$ cat src/rtl/reorder_buffer_pkg.sv
// Shared types for the reorder buffer: entry layout, register-file widths and
// the helper that decides whether a retiring entry updates architectural state.
package reorder_buffer_pkg;

  localparam int PHYS_W = 6;
  localparam int ARCH_W = 5;

  typedef struct packed {
    logic              valid;
    logic              done;
    logic              mispredict;
    logic              store;
    logic              regwrite;
    logic [ARCH_W-1:0] arch_dest;
    logic [PHYS_W-1:0] phys_dest;
    logic [PHYS_W-1:0] old_phys;
    logic [31:0]       pc;
    logic [31:0]       instr_num;
    logic [31:0]       target;
  } rob_entry_t;

  // Architectural register 0 is hardwired, so writes to it never touch the RRAT.
  function automatic logic writes_arch(input logic regwrite, input logic [ARCH_W-1:0] arch_dest);
    return regwrite && (arch_dest != {ARCH_W{1'b0}});
  endfunction

endpackage

$ cat src/rtl/reorder_buffer_rob_ptr.sv
// Head/tail pointer pair with an extra wrap bit; derives full, empty and
// occupancy from the registered pointers.
module rob_ptr
  import reorder_buffer_pkg::*;
#(
  parameter int DEPTH = 16,
  parameter int IDX_W = $clog2(DEPTH)
) (
  input  logic           CLK,
  input  logic           RESET,
  input  logic           clear,
  input  logic           inc_tail,
  input  logic           inc_head,
  output logic [IDX_W:0] head_ptr,
  output logic [IDX_W:0] tail_ptr,
  output logic [IDX_W:0] count,
  output logic           full,
  output logic           empty
);

  localparam logic [IDX_W:0] PTR_ONE  = {{IDX_W{1'b0}}, 1'b1};
  localparam logic [IDX_W:0] PTR_ZERO = {(IDX_W+1){1'b0}};

  logic [IDX_W:0] head_r;
  logic [IDX_W:0] tail_r;

  // Pointer registers; clear takes priority over any advance in the same cycle
  always_ff @(posedge CLK or negedge RESET) begin
    if (!RESET) begin
      head_r <= PTR_ZERO;
      tail_r <= PTR_ZERO;
    end else if (clear) begin
      head_r <= PTR_ZERO;
      tail_r <= PTR_ZERO;
    end else begin
      if (inc_head) head_r <= head_r + PTR_ONE;
      if (inc_tail) tail_r <= tail_r + PTR_ONE;
    end
  end

  assign head_ptr = head_r;
  assign tail_ptr = tail_r;
  assign count    = tail_r - head_r;
  assign empty    = (head_r == tail_r);
  assign full     = (head_r[IDX_W-1:0] == tail_r[IDX_W-1:0]) && (head_r[IDX_W] != tail_r[IDX_W]);

endmodule

$ cat src/rtl/reorder_buffer.sv
// In-order retirement buffer between rename and the RRAT/free list/LSQ.
// Define REORDER_BUFFER_RECOVERY_EN to enable mispredict-triggered recovery.
module reorder_buffer
  import reorder_buffer_pkg::*;
#(
  parameter int DEPTH = 16,
  parameter int IDX_W = $clog2(DEPTH)
) (
  input  logic              CLK,
  input  logic              RESET,
  input  logic              FLUSH,
  input  logic              alloc_valid,
  input  logic [31:0]       alloc_instr_num,
  input  logic [31:0]       alloc_pc,
  input  logic [ARCH_W-1:0] alloc_arch_dest,
  input  logic [PHYS_W-1:0] alloc_phys_dest,
  input  logic [PHYS_W-1:0] alloc_old_phys,
  input  logic              alloc_regwrite,
  input  logic              alloc_store,
  output logic [IDX_W-1:0]  alloc_idx,
  output logic              rob_halt,
  input  logic              cmpl_valid,
  input  logic [IDX_W-1:0]  cmpl_idx,
  input  logic              cmpl_mispredict,
  input  logic [31:0]       cmpl_target,
  output logic              commit_valid,
  output logic [ARCH_W-1:0] commit_arch_dest,
  output logic [PHYS_W-1:0] commit_phys,
  output logic              commit_regwrite,
  output logic              free_valid,
  output logic [PHYS_W-1:0] free_phys,
  output logic              commit_store,
  output logic [31:0]       commit_instr_num,
  output logic [31:0]       head_instr_num,
  output logic              recover,
  output logic [31:0]       recover_pc,
  output logic [IDX_W:0]    count
);

  rob_entry_t       rob_r [DEPTH];
  rob_entry_t       head_s;
  rob_entry_t       alloc_entry_s;
  logic [IDX_W:0]   head_ptr_s;
  logic [IDX_W:0]   tail_ptr_s;
  logic [IDX_W:0]   count_s;
  logic [IDX_W-1:0] head_idx_s;
  logic [IDX_W-1:0] tail_idx_s;
  logic             full_s;
  logic             empty_s;
  logic             alloc_fire_s;
  logic             commit_fire_s;
  logic             recover_fire_s;
  logic             clear_s;
  logic             unused_pc_s;

  assign head_idx_s    = head_ptr_s[IDX_W-1:0];
  assign tail_idx_s    = tail_ptr_s[IDX_W-1:0];
  assign head_s        = rob_r[head_idx_s];
  assign alloc_fire_s  = alloc_valid && !full_s;
  assign commit_fire_s = head_s.valid && head_s.done && !FLUSH;
  assign clear_s       = FLUSH || recover_fire_s;
  assign unused_pc_s   = ^head_s.pc;

`ifdef REORDER_BUFFER_RECOVERY_EN
  assign recover_fire_s = commit_fire_s && head_s.mispredict;
`else
  logic unused_recovery_s;
  assign recover_fire_s    = 1'b0;
  assign unused_recovery_s = ^{cmpl_mispredict, cmpl_target, head_s.mispredict, head_s.target};
`endif

  rob_ptr #(.DEPTH(DEPTH), .IDX_W(IDX_W)) u_ptr (
    .CLK      (CLK),
    .RESET    (RESET),
    .clear    (clear_s),
    .inc_tail (alloc_fire_s),
    .inc_head (commit_fire_s),
    .head_ptr (head_ptr_s),
    .tail_ptr (tail_ptr_s),
    .count    (count_s),
    .full     (full_s),
    .empty    (empty_s)
  );

  // Entry presented by rename, written at the tail
  always_comb begin
    alloc_entry_s           = {$bits(rob_entry_t){1'b0}};
    alloc_entry_s.valid     = 1'b1;
    alloc_entry_s.store     = alloc_store;
    alloc_entry_s.regwrite  = alloc_regwrite;
    alloc_entry_s.arch_dest = alloc_arch_dest;
    alloc_entry_s.phys_dest = alloc_phys_dest;
    alloc_entry_s.old_phys  = alloc_old_phys;
    alloc_entry_s.pc        = alloc_pc;
    alloc_entry_s.instr_num = alloc_instr_num;
  end

  // Entry storage: allocate at tail, mark completions, retire the head
  always_ff @(posedge CLK or negedge RESET) begin
    if (!RESET) begin
      for (int i = 0; i < DEPTH; i++) rob_r[i] <= {$bits(rob_entry_t){1'b0}};
    end else if (clear_s) begin
      for (int i = 0; i < DEPTH; i++) begin
        rob_r[i].valid      <= 1'b0;
        rob_r[i].done       <= 1'b0;
        rob_r[i].mispredict <= 1'b0;
      end
    end else begin
      if (alloc_fire_s) rob_r[tail_idx_s] <= alloc_entry_s;
      if (cmpl_valid && rob_r[cmpl_idx].valid) begin
        rob_r[cmpl_idx].done <= 1'b1;
`ifdef REORDER_BUFFER_RECOVERY_EN
        rob_r[cmpl_idx].mispredict <= cmpl_mispredict;
        rob_r[cmpl_idx].target     <= cmpl_target;
`endif
      end
      // Retirement is last so it wins over a redundant completion of the head
      if (commit_fire_s) begin
        rob_r[head_idx_s].valid <= 1'b0;
        rob_r[head_idx_s].done  <= 1'b0;
      end
    end
  end

  // Registered retirement outputs, zeroed in cycles without a commit
  always_ff @(posedge CLK or negedge RESET) begin
    if (!RESET) begin
      commit_valid     <= 1'b0;
      commit_arch_dest <= {ARCH_W{1'b0}};
      commit_phys      <= {PHYS_W{1'b0}};
      commit_regwrite  <= 1'b0;
      free_valid       <= 1'b0;
      free_phys        <= {PHYS_W{1'b0}};
      commit_store     <= 1'b0;
      commit_instr_num <= 32'h0000_0000;
      recover          <= 1'b0;
      recover_pc       <= 32'h0000_0000;
    end else begin
      commit_valid     <= commit_fire_s;
      commit_arch_dest <= commit_fire_s ? head_s.arch_dest : {ARCH_W{1'b0}};
      commit_phys      <= commit_fire_s ? head_s.phys_dest : {PHYS_W{1'b0}};
      commit_regwrite  <= commit_fire_s && writes_arch(head_s.regwrite, head_s.arch_dest);
      free_valid       <= commit_fire_s && writes_arch(head_s.regwrite, head_s.arch_dest);
      free_phys        <= commit_fire_s ? head_s.old_phys : {PHYS_W{1'b0}};
      commit_store     <= commit_fire_s && head_s.store;
      commit_instr_num <= commit_fire_s ? head_s.instr_num : 32'h0000_0000;
      recover          <= recover_fire_s;
`ifdef REORDER_BUFFER_RECOVERY_EN
      recover_pc       <= recover_fire_s ? head_s.target : 32'h0000_0000;
`else
      recover_pc       <= 32'h0000_0000;
`endif
    end
  end

  assign alloc_idx      = tail_idx_s;
  assign rob_halt       = full_s;
  assign count          = count_s;
  assign head_instr_num = empty_s ? 32'h0000_0000 : head_s.instr_num;

endmodule

$ cat config.mk
export PLATFORM = sky130hd
export DESIGN_NAME = reorder_buffer
export DESIGN_NICKNAME = d
export VERILOG_FILES = /design/src/rtl/reorder_buffer_pkg.sv /design/src/rtl/reorder_buffer_rob_ptr.sv /design/src/rtl/reorder_buffer.sv
export SDC_FILE = /design/constraint.sdc
export NUM_CORES = 1
export LEC_CHECK = 0
export CAP_MARGIN = 20
export CORE_MARGIN = 2
export CORE_UTILIZATION = 34
export CTS_BUF_LIST = sky130_fd_sc_hd__clkbuf_16
export CTS_CLUSTER_SIZE = 25
export DETAILED_ROUTE_END_ITERATION = 16
export GPL_TIMING_DRIVEN = 1
export PLACE_DENSITY = 0.58
export SKIP_LAST_GASP = 1
export SLEW_MARGIN = 20
export SYNTH_ARGS = -nofsm -noshare
export SYNTH_HDL_FRONTEND = slang
export SYNTH_HIERARCHICAL = 1
export SYNTH_SLANG_ARGS = --single-unit
$ cat constraint.sdc
create_clock -name CLK -period 3.2 [get_ports CLK]
set_input_delay 0.64 -clock CLK [delete_from_list [all_inputs] [get_ports CLK]]
set_output_delay 0.64 -clock CLK [all_outputs]
set_load 0.01 [all_outputs]
==> metrics.yaml, run 1 <==
outcome: "finished with violations"
violations: "setup timing"
coreArea_um2: 120000
slew_viol_final: 0
grt_pass1_wl_mm: 171
powerDensity_nw_per_um2: 516
switchingPower_w: 0.00653
pin_count: 253
dieWidth_um: 352
switching_share: 0.242
fp.dieH_um: 352
rsz0062_at_grt: "yes"
nets: 3031
worst_slew_pin_slew_ns: 1.15
antenna_found_initial: 14
drc_errors: 0
grt_start_max_net_pins: 143
critPathArrivalTime_ns: 2.99
io_buffers: 154
crit_path_start_kind: "flip-flop"
power_w: 0.0269
seqPwrFrac: 0.477
ant_nets: 0
synthDistinctLibCells: 46
fin_tns_setup_ns: -13.56
setup_ws_ns: -0.434
path_class: "flip-flop to output pin"
crit_fanout: 6
intPower_w: 0.0204
r2r.worst_path.cells: 15
routabilityCongestion: 0.805
placement_rows: 127
syn2layout_area_growth_pct: 27.1
grt_overflow: 0
drv_cap: 0
cts_buffers: 102
routed_wl_mm: 116
path_clk_slew_ns: 0.06
synth_top_area_cell: "dfrtp_1"
mostFrequentLayoutCells: "dfrtp_1 (906), mux2_2 (678), mux4_2 (253)"
async_flop_share: 1.00
synth_seq_cells: 910
cts-root-buf: "clkbuf_16"
die_area_um2: 124000
critPathRequiredTime_ns: 2.56
power.leakage_nw: 23.5
critPathCaptureType: "output pin"
clock-skew-final_ns: 0.0298
max_freq_ghz: 0.275
p_comb_frac: 0.113
holdCritPathClass: "input port to async pin"
ir_drop_mv: 0.391
num_vias: 24286
vias_per_cell: 5.29
drt_iter0_drc: 1689
grt_pass1_vias: 25916
dp_hpwl_mm: 69.0
cts_sinks: 910
final_common_cell: "dfrtp_1"
cts_buffer_depth: 3
post-route-period-util: 1.14
htree_levels: 3
ys_seq_area_frac: 0.554
initial_core_util: 0.343
synth_top_area_frac: 0.554
synthFlopType: "dfrtp_1"
syn_area_per_cell_um2: 16.2
synth_edf_count: 0
ys_top_cells_by_area: "dfrtp_1 (55%), mux2_2 (21%), mux4_2 (14%)"
finalHoldViolations: 0
synth_cells: 2541
drt_pre_antenna_iters: 7
cts_tree: "done"
drive_gt1_frac: 0.543
wl_per_cell_um: 25.3
final_util: 0.435
syn_area_um2: 41100
setup_violations: 108
pwr-share-clk: 0.410
clock_latency_ns: 0.69
period_needed_ns: 3.63
max_slew_margin: 0.228
track_usage: 0.184
yosys_warnings: 6
==> cell usage after synthesis (2+ instances only) <==
library cell	n
dfrtp_1	910
mux2_2	782
mux4_2	253
buf_2	97
clkbuf_1	76
buf_4	54
and2_1	48
nor2b_1	37
nor2_1	35
mux2_1	34
a311oi_1	32
nand2_1	27
buf_6	24
a22oi_1	18
a21oi_1	16
nand3_1	12
inv_1	10
buf_1	6
ha_1	6
xnor2_1	6
xor2_1	6
and3b_1	5
nand4_1	5
a31oi_1	4
a32oi_1	4
o2111ai_1	4
o211ai_1	4
o21ai_0	4
a22o_1	2
and3_1	2
mux2i_1	2
nor3b_1	2
==> area by class of cell <==
cell class	count	area (um2)
clock inverters	83	571
multi-input cells	1394	17800
diodes	2	5.00
repair buffers	480	6440
well taps	1612	2020
clock buffers	102	2550
fillers	10498	67800
flip-flops and latches	910	22800
inverters	11	42.5
==> registers in the layout, indices dropped and copies added, names as in the netlist <==
signal	count
commit_instr_num	32
free_valid	1
rob_r	848
free_phys	6
commit_phys	6
u_ptr/tail_ptr	5
commit_arch_dest	5
commit_store	1
commit_valid	1
u_ptr/head_ptr	5
==> kinds of logic (layout without fill, tap and decap cells) <==
logic type / Yosys count / after routing / synth area share
xor+xnor: 12 / 12 / 0.00256
fa+ha+maj: 7 / 7 / 0.00231
buf+inv: 269 / 676 / 0.0371
other cells: 1 / 35 / 0.0000913
compound gates: 95 / 95 / 0.0175
mux: 1071 / 1071 / 0.363
flops: 910 / 910 / 0.554
simple gates: 176 / 176 / 0.0234
==> worst paths after layout <==
| kind | from | to | slack, ns |
|---|---|---|---|
| worst min register to register | rob_r[465]$_DFFE_PN0P_ | rob_r[465]$_DFFE_PN0P_ | 0.49 |
| worst max register to register | u_ptr/head_ptr[0]$_DFFE_PN0P_ | rob_r[1814]$_DFFE_PN0P_ | -0.07 |
| worst max-delay path | u_ptr/head_ptr[0]$_DFFE_PN0P_ | head_instr_num[16] | -0.43 |
| worst min-delay path | RESET | rob_r[522]$_DFFE_PN0P_ | 0.42 |
| min in group CLK | FLUSH | u_ptr/head_ptr[1]$_DFFE_PN0P_ | 0.44 |
| max in group asynchronous | RESET | rob_r[1228]$_DFFE_PN0P_ | 1.65 |
==> per-stage QoR <==
stage / cells / worst slack [ns] / instance area (um2) / hold slack, ns
finish: 4594 / -0.434 / 52200 / 0.419
global route: 4593 / -0.490 / 52200 / 0.431
CTS: 4532 / -0.530 / 50800 / 0.394
detailed placement: 4261 / -0.0672 / 46100 / 0.472
global placement: 4261 / -0.0724 / 46100 / 0.463
floorplan: 2573 / 0.365 / 41200 / 0.344
==> power groups by stage <==
stage	combinational (W)	clock (W)	sequential, W
after global placement	0.00259	0	0.0129
after detailed placement	0.00269	0	0.0130
after floorplan	0.00164	0	0.0129
final	0.00305	0.0110	0.0128
after CTS	0.00287	0.0113	0.0128
after global routing	0.00328	0.0119	0.0129
==> worst max-delay path, stage by stage, from the launching register on <==
cell and delay [ns]:
dfrtp_4 0.53, buf_12 0.16, buf_12 0.12, buf_8 0.13, buf_12 0.14, mux4_2 0.44, mux4_2 0.52, nor2b_4 0.15
buf_6 0.11
==> what timing repair did <==
| action | in CTS | in global routing |
|---|---|---|
| hold endpoints to repair | 11 | 0 |
| endpoints found under the setup margin | 64 | 857 |
| pin swaps | 11 | 18 |
| gates cloned | 19 | 17 |
| hold buffers | 1 | 0 |
| resized for setup | 266 | 187 |
| setup buffers | 76 | 60 |
==> routing by layer <==
metal	GRT usage	vias to the layer above	wire (um)	part of all wire
met2	0.292	636	55300	0.47
met4	0.0568	16	2690	0.023
met5	0	-	96	0.00082
li1	-	10118	-	-
met1	0.258	13335	52100	0.45
met3	0.0342	181	6300	0.054
Power figures use the tool's default switching activity.
==> run 2: changes to the inputs <==
Settings changed: CORE_MARGIN 2 to 1, CORE_UTILIZATION 34 to 60, PLACE_DENSITY 0.58 to 0.87, SYNTH_HIERARCHICAL 1 to unset.
==> run 2 against run 1 <==
Effect of this change: the flow still finishes with violations (setup timing); via count grew 0.97%; die area decreased by 44%; first-iteration DRC count increased by 31%; flip-flop and latch count did not move; clock skew up 0.0036 ns; combinational power is 26% higher; synthesized cell count up 0.71%; cell count shrank 19%; sequential power about the same; area after synthesis rose by 0.38%; clock power down 5%; critical endpoint is now head_instr_num[31].
==> metrics.yaml, run 2 <==
max_slew_margin: 0.449
yosys_warnings: 0
cts_tree: "done"
drt_pre_antenna_iters: 6
crit_chain: "buf_16 > buf_4 > buf_12 > buf_4 > mux4_2 > mux4_2 > nor2b_4 > clkbuf_2"
ys_top_cells_by_count: "dfrtp_1 (910), mux2_2 (780), mux4_2 (257)"
drt_iter0_drc: 2219
yosysMostFrequentCell: "dfrtp_1"
clock_latency_ns: 0.67
nets: 2924
drv_cap: 0
crit_path_max_incr_delay_ns: 0.55
worst_slew_pin_slew_ns: 0.827
io_buffers: 154
routed_wl_mm: 107
syn_area_per_cell_um2: 16.1
grt_overflow: 0
track_usage: 0.311
routabilityCongestion: 0.903
pwr-share-clk: 0.385
vias_per_cell: 6.57
wl_met3_mm: 7.87
period_needed_ns: 3.66
met1Wirelength_mm: 41.8
finalHoldViolations: 0
placement_rows: 95
initial_core_util: 0.610
power.leakage_nw: 22.4
fp.dieH_um: 264
holdCritPathClass: "flip-flop to flip-flop"
ys_top_cells_by_area: "dfrtp_1 (55%), mux2_2 (21%), mux4_2 (14%)"
top_register: "rob_r"
htree_levels: 3
antenna_found_initial: 8
powerDensity_nw_per_um2: 562
synth_top_area_frac: 0.552
power_w: 0.0272
grt_pass1_vias: 26437
num_vias: 24522
grt_pass1_wl_mm: 163
violations: "setup timing"
crit_slowest_cell: "dfrtp_4"
clock-skew-final_ns: 0.0333
switching_share: 0.250
async_flop_share: 1.00
slew_viol_final: 0
synthDistinctLibCells: 55
final_common_cell: "dfrtp_1"
p_comb_frac: 0.141
critPathRequiredTime_ns: 2.56
post-route-period-util: 1.14
stdcell_area_um2: 48400
largest_register_ffs: 848
r2r_slack_ns: 0.11
routed.top_layer: "met5"
synthFlopType: "dfrtp_1"
coreArea_um2: 67600
synth_top_area_cell: "dfrtp_1"
rsz0062_at_grt: "yes"
max_freq_ghz: 0.273
switchingPower_w: 0.00680
synth_seq_cells: 910
setup_violations: 34
synth_cells: 2559
syn2layout_area_growth_pct: 17.5
drive_gt1_frac: 0.504
mostFrequentLayoutCells: "dfrtp_1 (907), mux2_2 (780), mux4_2 (257)"
dpl_cell_area_um2: 44500
crit_fanout: 9
seqPwrFrac: 0.474
cts_buffers: 91
pin_count: 253
path_clk_slew_ns: 0.06
intPower_w: 0.0204
ant_nets: 0
dp_hpwl_mm: 58.1
cts-root-buf: "clkbuf_16"
cts_buffer_depth: 3
path_class: "flip-flop to output pin"
cts_sinks: 910
syn_area_um2: 41200
setup_ws_ns: -0.461
dieWidth_um: 264
met2_length_mm: 54.0
die_area_um2: 69800
crit_path_start_kind: "flip-flop"
wl_per_cell_um: 28.7
grt_start_max_net_pins: 115
outcome: "finished with violations"
critPathCaptureType: "output pin"
drc_errors: 0
synth_edf_count: 0
ys_seq_area_frac: 0.552
reg.largest.list: "rob_r x848, commit_instr_num x32"
critPathArrivalTime_ns: 3.02
ir_drop_mv: 0.464
-- run 2: area by class of cell --
cell class                      instances  area (um2)
Antenna cell                            4        10.0
Clock buffer                           92        2300
Clock inverter                         72         601
Fill cell                            3764       19200
Inverter                               18        70.1
Multi-Input combinational cell       1412       17400
Sequential cell                       910       22800
Tap cell                              873        1090
Timing Repair Buffer                  353        4230
-- run 2: timing repair --
item	CTS	global route
buffers inserted	41	27
endpoints found under the hold margin	46	0
resized for setup	159	67
endpoints found under the setup margin	37	71
hold buffers	1	0
cloned	9	3
pin swaps	3	8
-- run 2: critical path, delay by kind of cell, from the launching register on --
family,cells,cell delay (ns)
multiplexers,2,0.92
AND/OR/NAND/NOR,1,0.16
buffers and inverters,5,0.75
flip-flops,1,0.55
-- run 2: routing by layer --
metal / up-vias / global-route usage
met1: 13228 / 0.412
met3: 281 / 0.0663
li1: 9873 / -
met5: - / 0
met4: 10 / 0.114
met2: 1130 / 0.511
-- run 2: kinds of logic after synthesis --
logic type	synth area share
xor+xnor	0.00231
fa+ha+maj	0.00413
simple gates	0.0275
buf+inv	0.0339
flops	0.552
compound gates	0.0155
mux	0.364
other cells	0.0000909
-- run 2: path summary, 6_finish.rpt --
| path | from | depth (start not counted) | end |
|---|---|---|---|
| worst max register to register | u_ptr.head_ptr[1]$_DFFE_PN0P_ | 10 | free_valid$_DFF_PN0_ |
| worst min-delay path | rob_r[1451]$_DFFE_PN0P_ | 1 | rob_r[1451]$_DFFE_PN0P_ |
| worst min register to register | rob_r[1451]$_DFFE_PN0P_ | 1 | rob_r[1451]$_DFFE_PN0P_ |
| worst max-delay path | u_ptr.head_ptr[0]$_DFFE_PN0P_ | 8 | head_instr_num[31] |
| max in group asynchronous | RESET | 3 | u_ptr.head_ptr[2]$_DFFE_PN0P_ |
| min in group asynchronous | RESET | 2 | commit_phys[1]$_DFF_PN0_ |
-- run 2: power groups by stage --
stage	Clock (W)	Combinational [W]	Sequential, W
after global placement	0	0.00330	0.0129
after detailed placement	0	0.00344	0.0130
after global routing	0.0110	0.00410	0.0130
final	0.0105	0.00385	0.0129
after CTS	0.0105	0.00366	0.0129
after floorplan	0	0.00215	0.0129
-- run 2: per-stage QoR --
stage / worst slack, ns / std cells / TNS (ns) / hold WS, ns / util
2_1_floorplan: 0.231 / 2591 / 0 / 0.344 / -
4_1_cts: -0.463 / 3706 / -12.19 / 0.485 / 0.710
6_report: -0.461 / 3734 / -11.68 / 0.487 / 0.716
3_3_place_gp: 0.0246 / 3493 / 0 / 0.462 / 0.658
5_1_grt: -0.492 / 3732 / -13.48 / 0.499 / 0.716
3_5_place_dp: -0.0139 / 3493 / -0.0139 / 0.472 / 0.658
==> run 3: changes to the inputs <==
Settings changed: CAP_MARGIN 20 to 10, CORE_UTILIZATION 60 to 64, DONT_BUFFER_PORTS set to 1, PLACE_DENSITY 0.87 to unset, PLACE_DENSITY_LB_ADDON set to 0.1.
==> run 3 against run 2 <==
Effect of this change: highest routed layer is now met4; non-clock buffer count is 252 lower; flip-flop and latch count is the same; the run still ends with setup timing left; hold slack got worse by 0.42 ns.
==> metrics.yaml, run 3 (synthesized netlist as in run 2, its figures left out) <==
outcome: "finished with violations"
violations: "setup timing"
max_slew_margin: 0.103
routed_wl_mm: 96.1
num_vias: 22524
drt_iter0_drc: 1650
worst_slew_pin_slew_ns: 1.35
top_register: "rob_r"
cp.buffers_inverters: 2
dieWidth_um: 256
crit_path_start_kind: "flip-flop"
antennaDiodeCount: 0
post-place-ws_ns: 0.272
vias_per_cell: 6.52
track_usage: 0.301
cts_sinks: 910
antenna_found_initial: 1
cp-endpoint: "head_instr_num[19]"
largest_register_ffs: 848
powerDensity_nw_per_um2: 574
crit_chain: "buf_12 > buf_16 > mux4_2 > mux4_2 > nor2b_1"
grt_pass1_wl_mm: 149
die_area_um2: 65500
coreArea_um2: 63400
wl_per_cell_um: 27.8
fp.dieH_um: 256
fin_cells: 3453
setup_violations: 32
cts-root-buf: "clkbuf_16"
finalHoldViolations: 0
period_needed_ns: 3.41
path_clk_slew_ns: 0.06
clock_latency_ns: 0.65
syn2layout_area_growth_pct: 10.8
multi_input_area_um2: 17300
cts_tree: "done"
power.leakage_nw: 21.0
r2r_slack_ns: 0.23
rsz0062_at_grt: "yes"
ant_nets: 0
cts_buffer_depth: 3
critPathRequiredTime_ns: 2.56
cts_buffers: 92
mostFrequentLayoutCells: "dfrtp_1 (906), mux2_2 (780), mux4_2 (257)"
htree_levels: 3
r2r-end: "rob_r[1219]$_DFFE_PN0P_"
dp_hpwl_mm: 52.4
reg.largest.list: "rob_r x848, commit_instr_num x32"
crit_cells: 5
drv_cap: 0
final_common_cell: "dfrtp_1"
critPathCaptureType: "output pin"
drive_gt1_frac: 0.498
critPathArrivalTime_ns: 2.77
crit_fanout: 9
pin_count: 253
crit_path_frequent_cell: "mux4_2"
num-fill-cells: 3955
timing.rr.start: "u_ptr.head_ptr[3]$_DFFE_PN0P_"
post-route-period-util: 1.07
slew_viol_final: 0
crit_path_max_incr_delay_ns: 0.54
routabilityCongestion: 0.901
clock-skew-final_ns: 0.0206
ir_drop_mv: 0.454
grt_pass1_vias: 24478
layout.area.seq_um2: 22800
setup_ws_ns: -0.210
initial_core_util: 0.650
post-place-cells: 3259
grt_overflow: 0
critical_path.startpoint: "u_ptr.head_ptr[0]$_DFFE_PN0P_"
drc_errors: 0
crit_slowest_cell: "mux4_2"
cpLargestDelayFamily: "multiplexers"
grt_start_max_net_pins: 911
r2r.worst_path.cells: 9
io_buffers: 0
max_freq_ghz: 0.293
holdCritPathClass: "input port to flip-flop"
nets: 2673
path_class: "flip-flop to output pin"
placement_rows: 92
drt_pre_antenna_iters: 4
==> run 3: layout make-up <==
type                    count  share of cell area
clock buffers              95              0.0520
flip-flops and latches    910               0.499
multi-input cells        1412               0.378
clock inverters            71              0.0121
repair buffers            101              0.0342
inverters                  18             0.00153
well taps                 846              0.0232
==> run 3: what timing repair did <==
item / 4_1_cts / 5_1_grt
pin swaps: 0 / 1
gates cloned: 2 / 2
endpoints found under the setup margin: 32 / 33
gates resized for setup: 29 / 5
buffers inserted: 15 / 3
endpoints found under the hold margin: 910 / 74
==> run 3: stage by stage <==
step / total power [W] / hold WS (ns) / setup TNS (ns) / util / area, um2
2_1_floorplan: 0.0150 / 0.344 / 0 / - / 41400
3_3_place_gp: 0.0154 / 0.363 / 0 / 0.666 / 42200
3_5_place_dp: 0.0156 / 0.377 / 0 / 0.666 / 42200
4_1_cts: 0.0261 / -0.317 / -5.50 / 0.717 / 45500
5_1_grt: 0.0272 / 0.0410 / -7.15 / 0.721 / 45700
6_report: 0.0262 / 0.0621 / -4.98 / 0.721 / 45700
==> run 3: routing by layer <==
layer / part of all wire / GRT usage
met1: 0.44 / 0.437
met2: 0.49 / 0.480
met3: 0.050 / 0.0489
met4: 0.022 / 0.0797
met5: 0 / 0
==> run 3: how the worst min path moves through the flow <==
stage / startpoint / to / slack [ns] / cells after the start
finish: FLUSH / u_ptr.tail_ptr[0]$_DFFE_PN0P_ / 0.06 / 1
global route: FLUSH / u_ptr.tail_ptr[0]$_DFFE_PN0P_ / 0.04 / 1
CTS: RESET / commit_phys[1]$_DFF_PN0_ / -0.32 / 0
detailed placement: RESET / rob_r[1285]$_DFFE_PN0P_ / 0.38 / 0
global placement: RESET / commit_phys[3]$_DFF_PN0_ / 0.36 / 0
floorplan: RESET / commit_arch_dest[0]$_DFF_PN0_ / 0.34 / 0
==> run 3: power breakdown <==
part	total (W)	switching [W]	internal, W
Sequential	0.0128	0.000460	0.0124
Clock	0.0105	0.00447	0.00601
Combinational	0.00291	0.00127	0.00163
==> run 3: worst reg2reg max path: stages (launching register included) <==
cell	delay, ns
dfrtp_1	0.41
inv_4	0.28
ha_1	0.35
nand4_1	0.24
buf_4	0.17
o21ai_2	0.07
buf_12	0.18
nor4_4	0.44
buf_12	0.33
mux2_2	0.40
